[src/rtl/inst_fetch_queue.sv]
// ----------------------------------------------------------------------------
// inst_fetch_queue
//   Instruction fetch unit with a DEPTH-entry instruction queue. Issues
//   sequential fetch requests to instruction memory under a credit limit
//   (queued entries + requests in flight never exceed DEPTH), queues the
//   in-order responses together with their addresses, and presents the queue
//   head to decode. A redirect flushes the queue, reloads the fetch address
//   and drains (discards) every response still in flight before fetching
//   from the new address.
//
//   Optional feature (macro IFU_MISALIGN_CHECK_EN): a redirect to an address
//   with bits [1:0] != 0 raises fetch_err and blocks requests until a
//   redirect to an aligned address. Without the macro the port is absent and
//   redirect_pc[1:0] is forced to zero.
//
// Parameters
//   DEPTH     queue entries and request credit limit (power of 2, >= 2)
//   RESET_PC  first fetch address after reset
//
// Ports
//   clk, reset         clock, asynchronous active-high reset
//   redirect_valid/pc  branch/jump redirect strobe and target
//   imem_req/addr      memory request and its address (the fetch pointer)
//   imem_gnt           request accepted (with imem_req)
//   imem_rvalid/rdata  in-order response strobe and instruction word
//   id_valid/instr/pc  queue head toward decode
//   id_ready           decode accepts the head
//   fetch_err          misaligned redirect flag (macro builds only)
// ----------------------------------------------------------------------------
module inst_fetch_queue #(
    parameter int unsigned DEPTH    = 4,
    parameter logic [31:0] RESET_PC = 32'h0000_0000
) (
    input  logic        clk,
    input  logic        reset,
    input  logic        redirect_valid,
    input  logic [31:0] redirect_pc,
    output logic        imem_req,
    output logic [31:0] imem_addr,
    input  logic        imem_gnt,
    input  logic        imem_rvalid,
    input  logic [31:0] imem_rdata,
    output logic        id_valid,
    output logic [31:0] id_instr,
    output logic [31:0] id_pc,
    input  logic        id_ready
`ifdef IFU_MISALIGN_CHECK_EN
    ,
    output logic        fetch_err
`endif
);

    localparam int unsigned PTR_W = $clog2(DEPTH);
    localparam int unsigned CNT_W = PTR_W + 1;
    localparam logic [CNT_W:0] DEPTH_SUM = (CNT_W + 1)'(DEPTH);

    typedef enum logic [0:0] {StFetch, StDrain} state_e;

    state_e             state_q, state_d;
    logic [31:0]        fpc_q, fpc_d;
    logic [31:0]        rpc_q, rpc_d;
    logic [CNT_W-1:0]   out_q, out_d;
    logic [CNT_W-1:0]   count_q, count_d;
    logic [PTR_W-1:0]   head_q, head_d;
    logic [PTR_W-1:0]   tail_q, tail_d;

    logic [31:0]        instr_mem [DEPTH];
    logic [31:0]        pc_mem    [DEPTH];

    logic [CNT_W:0]     used;
    logic               grant, rsp, push, pop, blocked;
    logic [31:0]        redir_pc;

`ifdef IFU_MISALIGN_CHECK_EN
    logic err_q, err_d;

    assign redir_pc  = redirect_pc;
    assign blocked   = err_q;
    assign fetch_err = err_q;
    assign err_d     = redirect_valid ? (redirect_pc[1:0] != 2'b00) : err_q;

    always_ff @(posedge clk or posedge reset) begin
        if (reset) begin
            err_q <= 1'b0;
        end else begin
            err_q <= err_d;
        end
    end
`else
    assign redir_pc = {redirect_pc[31:2], 2'b00};
    assign blocked  = 1'b0;
`endif

    // Credit counts both queued entries and requests still in flight, so a
    // response always finds a free slot.
    assign used      = {1'b0, count_q} + {1'b0, out_q};
    assign imem_addr = fpc_q;
    assign id_valid  = (count_q != '0);
    assign id_instr  = instr_mem[head_q];
    assign id_pc     = pc_mem[head_q];

    always_comb begin
        state_d  = state_q;
        fpc_d    = fpc_q;
        rpc_d    = rpc_q;
        out_d    = out_q;
        count_d  = count_q;
        head_d   = head_q;
        tail_d   = tail_q;
        imem_req = 1'b0;

        if (state_q == StFetch && !blocked && !reset && (used < DEPTH_SUM)) begin
            imem_req = 1'b1;
        end

        grant = imem_req & imem_gnt;
        // A response with nothing in flight (e.g. abandoned across reset) is ignored.
        rsp   = imem_rvalid & (out_q != '0);
        push  = rsp & (state_q == StFetch) & ~redirect_valid;
        pop   = id_valid & id_ready & ~redirect_valid;

        if (grant) begin
            fpc_d = fpc_q + 32'd4;
        end

        unique case ({grant, rsp})
            2'b10:   out_d = out_q + 1'b1;
            2'b01:   out_d = out_q - 1'b1;
            default: out_d = out_q;
        endcase

        if (push) begin
            rpc_d  = rpc_q + 32'd4;
            tail_d = tail_q + 1'b1;
        end
        if (pop) begin
            head_d = head_q + 1'b1;
        end

        unique case ({push, pop})
            2'b10:   count_d = count_q + 1'b1;
            2'b01:   count_d = count_q - 1'b1;
            default: count_d = count_q;
        endcase

        if (state_q == StDrain && out_d == '0) begin
            state_d = StFetch;
        end

        // Flush wins over everything; a same-cycle grant stays counted in
        // out_d and is discarded later in drain.
        if (redirect_valid) begin
            count_d = '0;
            head_d  = '0;
            tail_d  = '0;
            fpc_d   = redir_pc;
            rpc_d   = redir_pc;
            state_d = (out_d != '0) ? StDrain : StFetch;
        end
    end

    always_ff @(posedge clk or posedge reset) begin
        if (reset) begin
            state_q <= StFetch;
            fpc_q   <= RESET_PC;
            rpc_q   <= RESET_PC;
            out_q   <= '0;
            count_q <= '0;
            head_q  <= '0;
            tail_q  <= '0;
        end else begin
            state_q <= state_d;
            fpc_q   <= fpc_d;
            rpc_q   <= rpc_d;
            out_q   <= out_d;
            count_q <= count_d;
            head_q  <= head_d;
            tail_q  <= tail_d;
        end
    end

    // Storage needs no reset: entries are only read while count is non-zero.
    always_ff @(posedge clk) begin
        if (push) begin
            instr_mem[tail_q] <= imem_rdata;
            pc_mem[tail_q]    <= rpc_q;
        end
    end

endmodule
[config.mk]
export PLATFORM = sky130hd
export DESIGN_NAME = inst_fetch_queue
export DESIGN_NICKNAME = d
export VERILOG_FILES = /design/src/rtl/inst_fetch_queue.sv
export SDC_FILE = /design/constraint.sdc
export NUM_CORES = 1
export LEC_CHECK = 0
export CAP_MARGIN = 20
export CORE_ASPECT_RATIO = 0.7
export CORE_MARGIN = 2
export CORE_UTILIZATION = 35
export CTS_CLUSTER_DIAMETER = 120
export DETAILED_ROUTE_END_ITERATION = 12
export SLEW_MARGIN = 30
export SYNTH_ARGS = -nofsm -noshare
export SYNTH_HDL_FRONTEND = slang
export SYNTH_SLANG_ARGS = --single-unit
export TNS_END_PERCENT = 5
[constraint.sdc]
create_clock -name clk -period 3.8 [get_ports clk]
set_clock_uncertainty 0.05 [all_clocks]
set_input_delay 0.38 -clock clk [delete_from_list [all_inputs] [get_ports clk]]
set_output_delay 0.38 -clock clk [all_outputs]
set_load 0.05 [all_outputs]
==> results.md, run 1 <==
- The flow ran to the end, and the final reports show no timing, DRC or antenna violations.
- The routed design could run at a clock period as short as 3309 ps.
- The synthesized instance count is 743.
- The HPWL after detailed placement is 20.68 mm.
- 168 I/O pins were placed.
- The combinational family with the most area after synthesis is multiplexers.
- No sink is reached through more buffers than the 3 on the longest clock path.
- The chip height is 165.8 um.
- At the later pin of the worst-skew pair, clock insertion delay measures 570 ps.
- Compared with the post-synthesis result, the final layout area differs by 25.60%.
- The number of antenna diodes in the final layout is 0.
- The total number of vias is 7296.
- STA classifies the critical path endpoint as a primary output.
- The synthesized netlist occupies a cell area of 13090 um2.
- The transition time of the tightest slew-check pin is 800.7 ps.
- Dividing the detail-routed via count by the number of cells gives 5.056.
- The total clock buffers created by CTS is 31.
- The final total negative setup slack is 0 ps.
- Across the VDD grid, the largest voltage drop is 0.3995 mV.
- In this run the number of H-tree levels came out at 1.
- The count of pins over their slew limit is 0.
- The starting density of the core is 0.3539.
- Buffers inserted to repair hold after CTS numbered 0.
- The die outline area is 38990 um2.
- Once placement finished, the instance area stood at 15460 um2.
- In the layout the commonest cells are sky130_fd_sc_hd__edfxtp_1 (248), sky130_fd_sc_hd__clkdlybuf4s50_1 (161), sky130_fd_sc_hd__dfrtp_1 (69).
- The fraction of synthesized area in multiplexers is 0.1355.
- In this run, the number of DRC markers left after iteration 0 of detailed routing was 603.
- The post-detailed-route wirelength per cell is 21.47 um.
- During placement, the flow inserted port buffers numbering 161.
- After clock tree synthesis, the clock-pin slew on the worst setup and hold paths is 70 ps.
- Across the run, the number of max-cap violations was 0.
- Across the whole layout, storage elements account for 9229 um2.
- The number of global-route vias before repair was 7596.
- After detailed routing, the number of remaining DRC violations is 0.
- The peak clock frequency supported by timing is 302.2 MHz.
- The first global-routing pass estimated 47.39 mm of wire.
- The normalized max-slew margin is 0.4656.
- The most common cell after layout, fill and taps aside is sky130_fd_sc_hd__edfxtp_1.
- The net count of the finished layout is 1012.
- The floorplan has 59 rows.
- The mean instance size in the synthesized netlist is 17.62 um2.
- The filler cells instantiated in the layout total 3270.
- Setup repair after global routing left no endpoint under its margin.
- The simple logic cell fraction of the synthesized area is 0.07236.
- The total global routing overflow is 0.
- Among all flip-flop cells after synthesis, the most frequent one is sky130_fd_sc_hd__edfxtp_1.
- Of the available clock period, the critical path in the final layout requires 0.8707.
- Counting flops and latches in the post-synthesis netlist gives 319.
- The number of detailed-route iterations in the first pass is 5.
- After clock tree synthesis, the setup repair step added 0 buffers.
- In the final layout, the multi-input gates occupy 3707 um2.
- The post-synthesis share of cell area spent on xor and xnor gates is 0.03881.
- The layout cell share with drive strength beyond 1 is 0.1822.
- The leakage power total is 5.423 nW.
- For this run, the number of Yosys warnings is 0.
- The path class of the tightest hold or removal check is input port to async pin.
- The sequential-to-total area share from yosys stat is 0.7046.
- The wire length reported by the detailed router is 30.99 mm.
- The share of synthesized flip-flops with an asynchronous set or reset is 0.2226.
- The die is 235.1 um wide.
- Entering global routing, the biggest net connects 43 pins.
- The data required time at the worst endpoint is 3370 ps.
- Once layout is done, the placed cells without fillers occupy 16440 um2.
- The total area inside the core boundary comes to 36980 um2.
- For this design, the sink count on the clock tree is 319.
- The number of hold violations in the final report was 0.
- Across every metal layer, demand over resource in global routing totals 0.1589.
- The clock root buffer master is sky130_fd_sc_hd__clkbuf_16.
- Of the total synthesized cell area, the portion taken by full adders, half adders and majority gates is 0.01166.
- For the worst setup path, the data arrival time is 2880 ps.
- The fraction of the mapped netlist area in compound gates is 0.02218.
- The power per cell area is 607.0 nW/um2.
- In this run, synthesis inferred 248 flip-flops with an integrated enable.
- The final count of negative-setup-slack endpoints is 0.
- The number of gates resized after CTS is 0.
- The clock tree from TritonCTS is done.
- The worst setup path is launched from a register.
- The critical path is of the register to primary output type.
- The remaining number of nets flagged by the antenna check after routing is 0.
- The synthesized netlist contains 49 unique library cells.
- The global placement routability congestion is 0.8045.
- The initial antenna violation count was 1.
- In this run the worst path has a maximum fanout of 15.
[worst max-delay path, stage by stage, from the launching register on]
cell,delay [ps]
sky130_fd_sc_hd__dfrtp_4,650
sky130_fd_sc_hd__buf_4,350
sky130_fd_sc_hd__mux4_2,570
sky130_fd_sc_hd__clkdlybuf4s50_1,740
[worst paths after layout]
| check | slack [ps] | to | from | cells after the start |
|---|---|---|---|---|
| max in group asynchronous | 2790 | rpc_q[31]$_DFFE_PP0N_ | reset | 3 |
| max reg2reg | 980 | state_q$_DFFE_PP0P_ | count_q[1]$_DFFE_PP0P_ | 11 |
| min | 270 | imem_addr[27]$_DFFE_PP0N_ | reset | 2 |
| min reg2reg | 520 | out_q[2]$_DFF_PP0_ | out_q[2]$_DFF_PP0_ | 1 |
| max | 490 | id_pc[21] | head_q[0]$_DFFE_PP0P_ | 3 |
| min in group clk | 390 | instr_mem[0][20]$_DFFE_PP_ | imem_rdata[20] | 1 |
[metrics by stage]
stage	total power (W)	instances	setup WS, ps	util	hold slack, ps
floorplan	0.006137	746	894.6	-	426.0
global placement	0.007069	1386	919.4	0.4179	501.7
global route	0.01038	1443	351.0	0.4445	337.8
detailed placement	0.007083	1386	913.6	0.4179	508.6
CTS	0.01011	1443	412.0	0.4445	353.9
finish	0.009980	1443	491.4	0.4445	271.9
[sequential cells by signal (all words and copies together), names as in the netlist]
| register | cells |
|---|---|
| out_q | 3 |
| state_q | 1 |
| tail_q | 2 |
| imem_addr | 30 |
| instr_mem | 128 |
| head_q | 2 |
| count_q | 3 |
| rpc_q | 30 |
| pc_mem | 120 |
[power by group]
group          internal (W)  switching, W
clock network       0.00168       0.00132
registers           0.00397      0.000245
logic               0.00111       0.00166
total               0.00676       0.00322
[synth_stat cells (2+ instances only)]
cell	instances	area [um2]
sky130_fd_sc_hd__a21oi_1	9	45.04
sky130_fd_sc_hd__ha_1	9	112.6
sky130_fd_sc_hd__a31oi_1	7	43.79
sky130_fd_sc_hd__nand2_1	24	90.09
sky130_fd_sc_hd__nand3_1	27	135.1
sky130_fd_sc_hd__nor2_1	29	108.9
sky130_fd_sc_hd__xnor2_1	28	245.2
sky130_fd_sc_hd__mux2_2	30	337.8
sky130_fd_sc_hd__and2_1	6	37.54
sky130_fd_sc_hd__or3_1	7	43.79
sky130_fd_sc_hd__buf_4	6	45.04
sky130_fd_sc_hd__buf_2	8	40.04
sky130_fd_sc_hd__xor2_1	30	262.8
sky130_fd_sc_hd__nand2b_1	8	50.05
sky130_fd_sc_hd__inv_1	9	33.78
sky130_fd_sc_hd__o31ai_1	2	15.01
sky130_fd_sc_hd__nand4_1	26	162.7
sky130_fd_sc_hd__o21ai_0	5	25.02
sky130_fd_sc_hd__and3_1	13	81.33
sky130_fd_sc_hd__mux2i_1	4	40.04
sky130_fd_sc_hd__nor3_1	10	50.05
sky130_fd_sc_hd__a21boi_0	11	82.58
sky130_fd_sc_hd__and4_1	4	35.03
sky130_fd_sc_hd__or4_1	2	15.01
sky130_fd_sc_hd__o31a_1	4	35.03
sky130_fd_sc_hd__clkbuf_1	17	63.81
sky130_fd_sc_hd__mux4_2	62	1396
sky130_fd_sc_hd__fa_1	2	40.04
sky130_fd_sc_hd__edfxtp_1	248	7447
sky130_fd_sc_hd__dfrtp_1	71	1777
sky130_fd_sc_hd__nor4_1	7	43.79
[kinds of logic (layout without fill, tap and decap cells)]
| group | Yosys count | after routing |
|---|---|---|
| DFF | 319 | 319 |
| adders and majority gates | 11 | 11 |
| xor gates and xnor gates | 58 | 58 |
| buffers and inverters | 42 | 251 |
| other | 1 | 4 |
| and+or+nand+nor | 173 | 173 |
| AOI/OAI and AO/OA | 43 | 43 |
| muxes | 96 | 96 |
[layer usage]
layer | vias up | global-route usage | wire length (um)
met1 | 3731 | 0.2408 | 15000
met3 | 48 | 0.03025 | 1592
met2 | 210 | 0.2354 | 13610
met5 | - | 0 | 7
met4 | 2 | 0.04183 | 772
li1 | 3305 | - | -
[cell type report]
cell class,instances,share of cell area
flip-flops and latches,319,0.5613
repair buffers,184,0.1139
clock inverters,18,0.009589
clock buffers,39,0.05023
inverters,10,0.002359
multi-input cells,385,0.2255
well taps,488,0.03714
Power figures use the tool's default switching activity.
==> run 2: changes to the inputs <==
- TNS_END_PERCENT: 5 -> 10
==> results of run 2 <==
Final layout, timing and power as in run 1 (identical DEF).
